==> config.mk <==
export PLATFORM = sky130hd
export DESIGN_NAME = zuart_receiver_flat
export DESIGN_NICKNAME = d
export VERILOG_FILES = /design/src/rtl/zuart_pkg.sv /design/src/rtl/zuart_receiver_if.sv /design/src/rtl/zuart_rx_sync.sv /design/src/rtl/zuart_receiver.sv /design/src/flat_wrapper.sv
export SDC_FILE = /design/constraint.sdc
export NUM_CORES = 1
export LEC_CHECK = 0
export BUFFER_PORTS_ARGS = -buffer_cell sky130_fd_sc_hd__buf_2
export CORE_ASPECT_RATIO = 0.75
export CORE_MARGIN = 5
export CORE_UTILIZATION = 37
export CTS_CLUSTER_DIAMETER = 50
export DETAILED_ROUTE_END_ITERATION = 16
export HOLD_SLACK_MARGIN = 0.08
export PLACE_DENSITY = 0.64
export SYNTH_ARGS = -nofsm -noshare
export SYNTH_HDL_FRONTEND = slang
export SYNTH_HIERARCHICAL = 1
export SYNTH_SLANG_ARGS = --single-unit
==> constraint.sdc <==
create_clock -name clk -period 3 [get_ports clk]
set_input_delay 0.3 -clock clk [delete_from_list [all_inputs] [get_ports clk]]
set_output_delay 0.3 -clock clk [all_outputs]
set_load 0.05 [all_outputs]
==> src/rtl/zuart_pkg.sv <==
// Shared types and constants for the zuart receive path.
package zuart_pkg;

    localparam int unsigned DEF_CLK_DIV = 1157;  // 133333333 / 115200
    localparam int unsigned CNT_W       = 11;
    localparam int unsigned DATA_W      = 8;

    typedef enum logic [2:0] {
        IDLE,
        START,
        DATA,
        PARITY,
        STOP,
        WAIT_HIGH
    } state_e;

endpackage

==> src/rtl/zuart_receiver_if.sv <==
// Receive-side result bus of zuart_receiver: byte, strobes and busy flag.
interface zuart_receiver_if;
    import zuart_pkg::*;

    logic [DATA_W-1:0] rx_data;
    logic              rx_valid;
    logic              frame_err;
    logic              brk;
    logic              parity_err;
    logic              busy;

    modport master (
        output rx_data, rx_valid, frame_err, brk, parity_err, busy
    );

    modport slave (
        input rx_data, rx_valid, frame_err, brk, parity_err, busy
    );

endinterface

==> src/rtl/zuart_rx_sync.sv <==
// Metastability synchronizer for the asynchronous rx line; resets to the idle (high) level.
module zuart_rx_sync #(
    parameter int unsigned SYNC_STAGES = 2
) (
    input  logic clk,
    input  logic rst,
    input  logic rx_pin,
    output logic rxs
);

    logic [SYNC_STAGES-1:0] sync_q;

    always_ff @(posedge clk) begin
        if (rst) begin
            sync_q <= '1;
        end else begin
            sync_q <= {sync_q[SYNC_STAGES-2:0], rx_pin};
        end
    end

    assign rxs = sync_q[SYNC_STAGES-1];

endmodule

==> src/rtl/zuart_receiver.sv <==
// UART receiver, 8-N-1 LSB first; define UART_PARITY_EN for 8-E-1 with a parity_err strobe.
module zuart_receiver
    import zuart_pkg::*;
#(
    parameter int unsigned CLK_DIV     = DEF_CLK_DIV,
    parameter int unsigned SYNC_STAGES = 2
) (
    input  logic             clk,
    input  logic             rst,
    input  logic             en,
    input  logic             rx_pin,
    zuart_receiver_if.master rx_if
);

    localparam logic [CNT_W-1:0] HALF_M1 = CNT_W'(CLK_DIV / 2 - 1);
    localparam logic [CNT_W-1:0] FULL_M1 = CNT_W'(CLK_DIV - 1);

    logic rxs;

    zuart_rx_sync #(
        .SYNC_STAGES(SYNC_STAGES)
    ) u_sync (
        .clk   (clk),
        .rst   (rst),
        .rx_pin(rx_pin),
        .rxs   (rxs)
    );

    state_e            state_q, state_d;
    logic [CNT_W-1:0]  cnt_q, cnt_d;
    logic [2:0]        idx_q, idx_d;
    logic [DATA_W-1:0] shift_q, shift_d;
    logic [DATA_W-1:0] data_q, data_d;
    logic [1:0]        flush_q, flush_d;
    logic              armed_q, armed_d;
    logic              valid_q, valid_d;
    logic              ferr_q, ferr_d;
    logic              brk_q, brk_d;
`ifdef UART_PARITY_EN
    logic              par_q, par_d;
    logic              perr_q, perr_d;
`endif

    // rxs only counts as "seen high" once the synchronizer holds real line samples.
    assign flush_d = (flush_q == 2'(SYNC_STAGES)) ? flush_q : flush_q + 2'd1;
    assign armed_d = armed_q | (rxs & (flush_q == 2'(SYNC_STAGES)));

    always_comb begin
        state_d = state_q;
        cnt_d   = cnt_q;
        idx_d   = idx_q;
        shift_d = shift_q;
        data_d  = data_q;
        valid_d = 1'b0;
        ferr_d  = 1'b0;
        brk_d   = 1'b0;
`ifdef UART_PARITY_EN
        par_d   = par_q;
        perr_d  = 1'b0;
`endif
        if (state_q != IDLE && !en) begin
            state_d = IDLE;
        end else begin
            unique case (state_q)
                IDLE: begin
                    if (en && armed_q && !rxs) begin
                        state_d = START;
                        cnt_d   = '0;
                    end
                end
                START: begin
                    if (cnt_q == HALF_M1) begin
                        cnt_d = '0;
                        idx_d = '0;
                        state_d = rxs ? IDLE : DATA;
                    end else begin
                        cnt_d = cnt_q + 1'b1;
                    end
                end
                DATA: begin
                    if (cnt_q == FULL_M1) begin
                        cnt_d          = '0;
                        shift_d[idx_q] = rxs;
                        idx_d          = idx_q + 3'd1;
                        if (idx_q == 3'd7) begin
`ifdef UART_PARITY_EN
                            state_d = PARITY;
`else
                            state_d = STOP;
`endif
                        end
                    end else begin
                        cnt_d = cnt_q + 1'b1;
                    end
                end
`ifdef UART_PARITY_EN
                PARITY: begin
                    if (cnt_q == FULL_M1) begin
                        cnt_d   = '0;
                        par_d   = rxs;
                        state_d = STOP;
                    end else begin
                        cnt_d = cnt_q + 1'b1;
                    end
                end
`endif
                STOP: begin
                    // Leaving mid stop bit lets a back-to-back start edge be caught.
                    if (cnt_q == FULL_M1) begin
                        cnt_d = '0;
`ifdef UART_PARITY_EN
                        perr_d = ^{shift_q, par_q};
`endif
                        if (rxs) begin
                            valid_d = 1'b1;
                            data_d  = shift_q;
                            state_d = IDLE;
                        end else begin
                            ferr_d  = 1'b1;
                            brk_d   = (shift_q == '0);
                            state_d = WAIT_HIGH;
                        end
                    end else begin
                        cnt_d = cnt_q + 1'b1;
                    end
                end
                WAIT_HIGH: begin
                    if (rxs) begin
                        state_d = IDLE;
                    end
                end
                default: state_d = IDLE;
            endcase
        end
    end

    always_ff @(posedge clk) begin
        if (rst) begin
            state_q <= IDLE;
            cnt_q   <= '0;
            idx_q   <= '0;
            shift_q <= '0;
            data_q  <= '0;
            flush_q <= '0;
            armed_q <= 1'b0;
            valid_q <= 1'b0;
            ferr_q  <= 1'b0;
            brk_q   <= 1'b0;
`ifdef UART_PARITY_EN
            par_q   <= 1'b0;
            perr_q  <= 1'b0;
`endif
        end else begin
            state_q <= state_d;
            cnt_q   <= cnt_d;
            idx_q   <= idx_d;
            shift_q <= shift_d;
            data_q  <= data_d;
            flush_q <= flush_d;
            armed_q <= armed_d;
            valid_q <= valid_d;
            ferr_q  <= ferr_d;
            brk_q   <= brk_d;
`ifdef UART_PARITY_EN
            par_q   <= par_d;
            perr_q  <= perr_d;
`endif
        end
    end

    assign rx_if.rx_data   = data_q;
    assign rx_if.rx_valid  = valid_q;
    assign rx_if.frame_err = ferr_q;
    assign rx_if.brk       = brk_q;
    assign rx_if.busy      = (state_q != IDLE);
`ifdef UART_PARITY_EN
    assign rx_if.parity_err = perr_q;
`else
    assign rx_if.parity_err = 1'b0;
`endif

endmodule

==> src/flat_wrapper.sv <==
// flat-port wrapper written by rule: the top's interface ports become plain ports
module zuart_receiver_flat import zuart_pkg::*;
#(
    parameter int unsigned CLK_DIV     = DEF_CLK_DIV,
    parameter int unsigned SYNC_STAGES = 2
)
  (clk, rst, en, rx_pin, rx_if_rx_data, rx_if_rx_valid, rx_if_frame_err, rx_if_brk, rx_if_parity_err, rx_if_busy);
  zuart_receiver_if rx_if_i ();
  input  logic clk;
  input  logic rst;
  input  logic en;
  input  logic rx_pin;
  output wire logic [$bits(rx_if_i.rx_data)-1:0] rx_if_rx_data;
  output wire logic [$bits(rx_if_i.rx_valid)-1:0] rx_if_rx_valid;
  output wire logic [$bits(rx_if_i.frame_err)-1:0] rx_if_frame_err;
  output wire logic [$bits(rx_if_i.brk)-1:0] rx_if_brk;
  output wire logic [$bits(rx_if_i.parity_err)-1:0] rx_if_parity_err;
  output wire logic [$bits(rx_if_i.busy)-1:0] rx_if_busy;
  assign rx_if_rx_data = rx_if_i.rx_data;
  assign rx_if_rx_valid = rx_if_i.rx_valid;
  assign rx_if_frame_err = rx_if_i.frame_err;
  assign rx_if_brk = rx_if_i.brk;
  assign rx_if_parity_err = rx_if_i.parity_err;
  assign rx_if_busy = rx_if_i.busy;
  zuart_receiver #(.CLK_DIV(CLK_DIV), .SYNC_STAGES(SYNC_STAGES)) u_core (.clk(clk), .rst(rst), .en(en), .rx_pin(rx_pin), .rx_if(rx_if_i));
endmodule
# After elaboration in Yosys (flattened, before gate mapping)
# Index checks and enable logic that the tools add are counted.
# op_classes
order_cmp	2
n_mux	21
reduce_logical	20
n_eq_ne	14
add_sub_neg	3
n_bitwise	5
# ops
operator	n
$mux W11	3
$pmux W11 S3	1
$mux W3	9
$pmux W3 S5	1
$add A11 B1 Y11 const B	1
$eq A11 B10 Y1 const B	1
$eq A11 B11 Y1 const B	1
$ne A2 B1 Y1 const B	5
$eq A3 B3 Y1 const B	3
$bwmux W8	1
$logic_not A8 Y1	1
$reduce_and A4 Y1	2
$pmux W3 S2	1
$reduce_and A3 Y1	2
$reduce_and A6 Y1	1
$reduce_bool A3 Y1	2
$reduce_or A5 Y1	1
$logic_and A1 B1 Y1	4
$lt A3 B4 Y1 const B	1
$reduce_or A2 Y1	2
$reduce_or A4 Y1	1
$add A3 B1 Y3 const B	1
$demux W1 S3	1
$eq A3 B1 Y1 const B	1
other kinds (13)	18
# word_totals
output_inout_bits	13
regBits	41
inputBits	4

# Logic depth before layout (Yosys ltp)
# depth
word_depth	5
mapped_depth	9
mapped_depth_nobuf	7

# Modules after synthesis
# The synthesis kept the hierarchy.
# by_module_without_submodules
module	instances	area_per_inst_um2	cells_each
zuart_receiver	1	2019.4	235
zuart_rx_sync	1	52.6	4

# Worst setup path after synthesis
# OpenSTA, ideal clock, no wires.
# synth_path
path_type	reg-to-reg
startpoint	reg u_core.cnt_q[0]
endpoint	reg u_core.state_q[0]
path_buffers	0
path_slack_ps	1214
t_arrival_ps	1714
path_stages_with_launch	8
path_cell_list	dfxtp_1 -> inv_1 -> ha_1 -> and2_1 -> and3b_1 -> o21ai_2 -> a222oi_1 -> mux2i_1
# synth_via
elab_chain_len	3
# synth_lines
element	line	source
start: declaration	zuart_receiver.sv:30	logic [CNT_W-1:0] cnt_q, cnt_d;
start signal: assignment	zuart_receiver.sv:155	cnt_q <= cnt_d;
$eq A11 B11 Y1 / $eq A11 B10 Y1 (equally long branches)	zuart_receiver.sv:81, zuart_receiver.sv:109, zuart_receiver.sv:72	
$ne A2 B1 Y1 (no line)	-	
$reduce_and A6 Y1 (no line) *	-	
end signal: assignment	zuart_receiver.sv:154	state_q <= state_d;
end: declaration	zuart_receiver.sv:29	state_e state_q, state_d;
# Every way passes the cells marked *; elsewhere a longest branch is shown, timed or not.
# A chain may end at the register's enable or synchronous reset.

# Final worst setup path
# layout_path
startpoint	reg u_core.cnt_q[3]
endpoint	reg u_core.data_q[6], in the netlist u_core/rx_if.rx_data[6]
# layout_via
elab_chain_len	2
# layout_lines
element	line	source
$eq A11 B11 Y1	zuart_receiver.sv:109	if (cnt_q == FULL_M1) begin
$reduce_and A4 Y1 (no line)	-	
end signal: assignment	zuart_receiver.sv:158	data_q <= data_d;
end: declaration	zuart_receiver.sv:33	logic [DATA_W-1:0] data_q, data_d;
# No other way between the ends.

==> metrics <==
Max Fclk=430 MHz; Hold EP=u_core/u_sync/sync_q[0]; antenna cells=0; Crit Reg-Reg Endpoint=u_core/rx_if.rx_data[6]; Crit-path slowest cell=nand4_1; RSZ-0062 raised after global routing=false; Final period util=0.776; Layout Cells excl Fill=323; largest family of logic cells by synthesized area=simple AND/OR/NAND/NOR gates; Ports=17; reg2reg start=u_core/cnt_q[3]; post-synthesis cell type count=47; Seq/Total Area, Yosys=0.396; CP arrival=2.49 ns; IO Port Bufs=15; Hold Path Class=in2reg; clock root buffer=clkbuf_8; Total GRT Usage=0.134; synthesis-to-layout area growth=11.4%; sequential share of power=0.509; cell with the most instances after synthesis=dfxtp_1; routed len/inst=13.8 um; hold depth=2; syn nets=249; Clock Latency Late Sink=0.29 ns; Compound-Gate Fraction of Synth Area=0.0815; largest net degree at the start of global routing=41; Simple-Gate Fraction of Synth Area=0.336; TritonCTS clock tree=yes; xor-xnor portion of the synthesized cell area=0.00845; grt total ovfl=0; startpoint type of the worst setup path=flop; Adder-Cell Fraction of Synth Area=0.0362; synthesis-stage register bit count=41; height of the die=74.8 um; Yosys top cell area share=0.396; 1st-iter DRT viols=173; Worst slew margin=0.514; status=finished, final reports clean; CTS H-tree lvls=2; max incr delay on CP=0.55 ns; critical path cell sequence=nor4_2, and4_1, nand4_1, mux2i_1, nor2_1; internal power=0.868 mW; Max FO, Critical Path=10; CTS Buffer Depth=2; Cells after DPL=315; Post CTS Setup Buffer Count=0; vias per cell=5.34; total wire length=4460 um; post-synthesis mux area share=0.0966; final core area utilization=0.429; r2r worst-path depth=5; clk_skew=0.00303 ns; most common flop cell mapped by yosys=dfxtp_1; Area contributors post-synth=dfxtp_1 40%, mux2i_1 9.7%, nor2_1 5.1%, nand4b_1 3.8%, ha_1 3.6%; cts bufs inserted=5; number of global-route vias before repair=1520; FFs w/ async S/R, synth=0; synth cell count leaders=41 x dfxtp_1, 28 x nor2_1, 20 x mux2i_1, 19 x nand2_1, 11 x nand4_1; Worst-path clk slew=0.08 ns; full die area=7210 um^2; Row Count=23; TNS Setup=0 ns; Nets=257; Cells after Synth=239; clock share of power=0.415; antenna violations before repair=0; Syn Area/Cell=8.67 um^2; Synth warnings=6; r2r setup slk=0.67 ns; Max Slew Vio Count=0; first-pass GRT wire length=7560 um; CTS hold repair buffers=0; setup violators final=0; Psw=0.264 mW; EDFF count, synth=0; Die Span X=96.4 um; Worst EP required=3.16 ns; placed inst area=2190 um^2; RD Place Congestion=0.771; Setup CP Type=reg2reg; post-synth top area cell=dfxtp_1; Leak=0.949 nW; HPWL Detailed=2980 um; HP Start=rx_pin; Starting Density=0.385; Worst Tran Pin Value=0.729 ns; core area=5380 um^2; Final min period=2.33 ns; share of cells above drive strength 1=0.129; Vias=1725; Pre-Repair DR Iteration Count=5; Routed Antenna Nets=0; DRC Markers=0; VDD IR max=0.000274 V; pwr/cell area=491 nW/um^2; sw frac=0.233; CTS sink cnt=41; Final Hold Fails=0; critical path endpoint category=flop; post-CTS resize count=0; Gate power share=0.076; PnR Total Power=1.13 mW; fin area=2310 um^2; Post-Syn Area=2070 um^2; max-cap violations=0
==> through the flow <==
stage / hold WS, ns / setup slack, ns
after floorplan: 0.383 / 1.21
after detailed placement: 0.395 / 0.683
after CTS: 0.172 / 0.667
final: 0.178 / 0.672
after global routing: 0.203 / 0.450
after global placement: 0.387 / 0.810
==> layout make-up <==
class	count	area, um^2
flip-flops and latches	41	821
repair buffers	18	97.6
well taps	75	93.8
inverters	4	15.0
multi-input cells	177	1160
clock inverters	2	37.5
fillers	557	3070
clock buffers	6	82.6
==> worst max-delay path by stage <==
stage / startpoint / end / slack (ns) / cells after the start
after global placement: u_core/cnt_q[3] / u_core/rx_if.rx_data[7] / 0.81 / 5
after floorplan: u_core/cnt_q[0] / u_core/state_q[0] / 1.21 / 7
after CTS: u_core/cnt_q[3] / u_core/rx_if.rx_data[2] / 0.67 / 5
after global routing: u_core/cnt_q[3] / u_core/rx_if.rx_data[0] / 0.45 / 5
final: u_core/cnt_q[3] / u_core/rx_if.rx_data[6] / 0.67 / 5
after detailed placement: u_core/cnt_q[3] / u_core/rx_if.rx_data[0] / 0.68 / 5
==> flip-flops by register name, indices dropped and copies added (netlist names) <==
signal / count
u_core/armed_q: 1
u_core/rx_if.frame_err: 1
u_core/cnt_q: 11
u_core/rx_if.brk: 1
u_core/rx_if.rx_data: 8
u_core/u_sync/sync_q: 2
u_core/flush_q: 2
u_core/rx_if.rx_valid: 1
u_core/state_q: 3
u_core/idx_q: 3
u_core/shift_q: 8
==> layer usage <==
metal / wire, um / vias up / GRT usage / part of all wire
li1: - / 878 / - / -
met1: 2330 / 801 / 0.210 / 0.52
met2: 1860 / 46 / 0.172 / 0.42
met3: 266 / 0 / 0.0410 / 0.060
met4: 0 / 0 / 0.0373 / 0
met5: 0 / - / 0 / 0
==> layout by cell type, fill, tap and decap left out, drive strengths merged, types with 3 or more instances in the layout <==
| cell type | count |
|---|---|
| nand3 | 10 |
| nand4 | 11 |
| dfxtp | 41 |
| clkbuf | 6 |
| nor4 | 6 |
| inv | 4 |
| a31oi | 7 |
| a21oi | 9 |
| buf | 18 |
| and3 | 3 |
| nor3 | 4 |
| nor2b | 7 |
| nand2b | 3 |
| and2 | 4 |
| nor2 | 28 |
| or2 | 4 |
| nand4b | 9 |
| ha | 6 |
| nand2 | 19 |
| mux2i | 20 |
==> critical path: cells and delay by family (launching register included) <==
kind	cells	cell delay, ns
flip-flops	1	0.38
multiplexers	1	0.34
AND/OR/NAND/NOR	4	1.46
==> cells by family (layout without fill, tap and decap cells) <==
| group | count (synthesis) | after routing |
|---|---|---|
| other | 1 | 1 |
| adders and majority gates | 6 | 6 |
| and+or+nand+nor | 122 | 122 |
| muxes | 20 | 20 |
| DFF | 41 | 41 |
| buffers and inverters | 21 | 30 |
| AOI/OAI and AO/OA | 26 | 26 |
| xor gates and xnor gates | 2 | 2 |
==> power groups by stage <==
stage	Sequential [mW]	Combinational, mW	Clock, mW
3_3_place_gp	0.588	0.0846	0
4_1_cts	0.577	0.0872	0.480
2_1_floorplan	0.584	0.0756	0
5_1_grt	0.579	0.103	0.510
6_report	0.576	0.0864	0.470
3_5_place_dp	0.589	0.0875	0
Note: power is estimated with default switching activity, not from simulation.
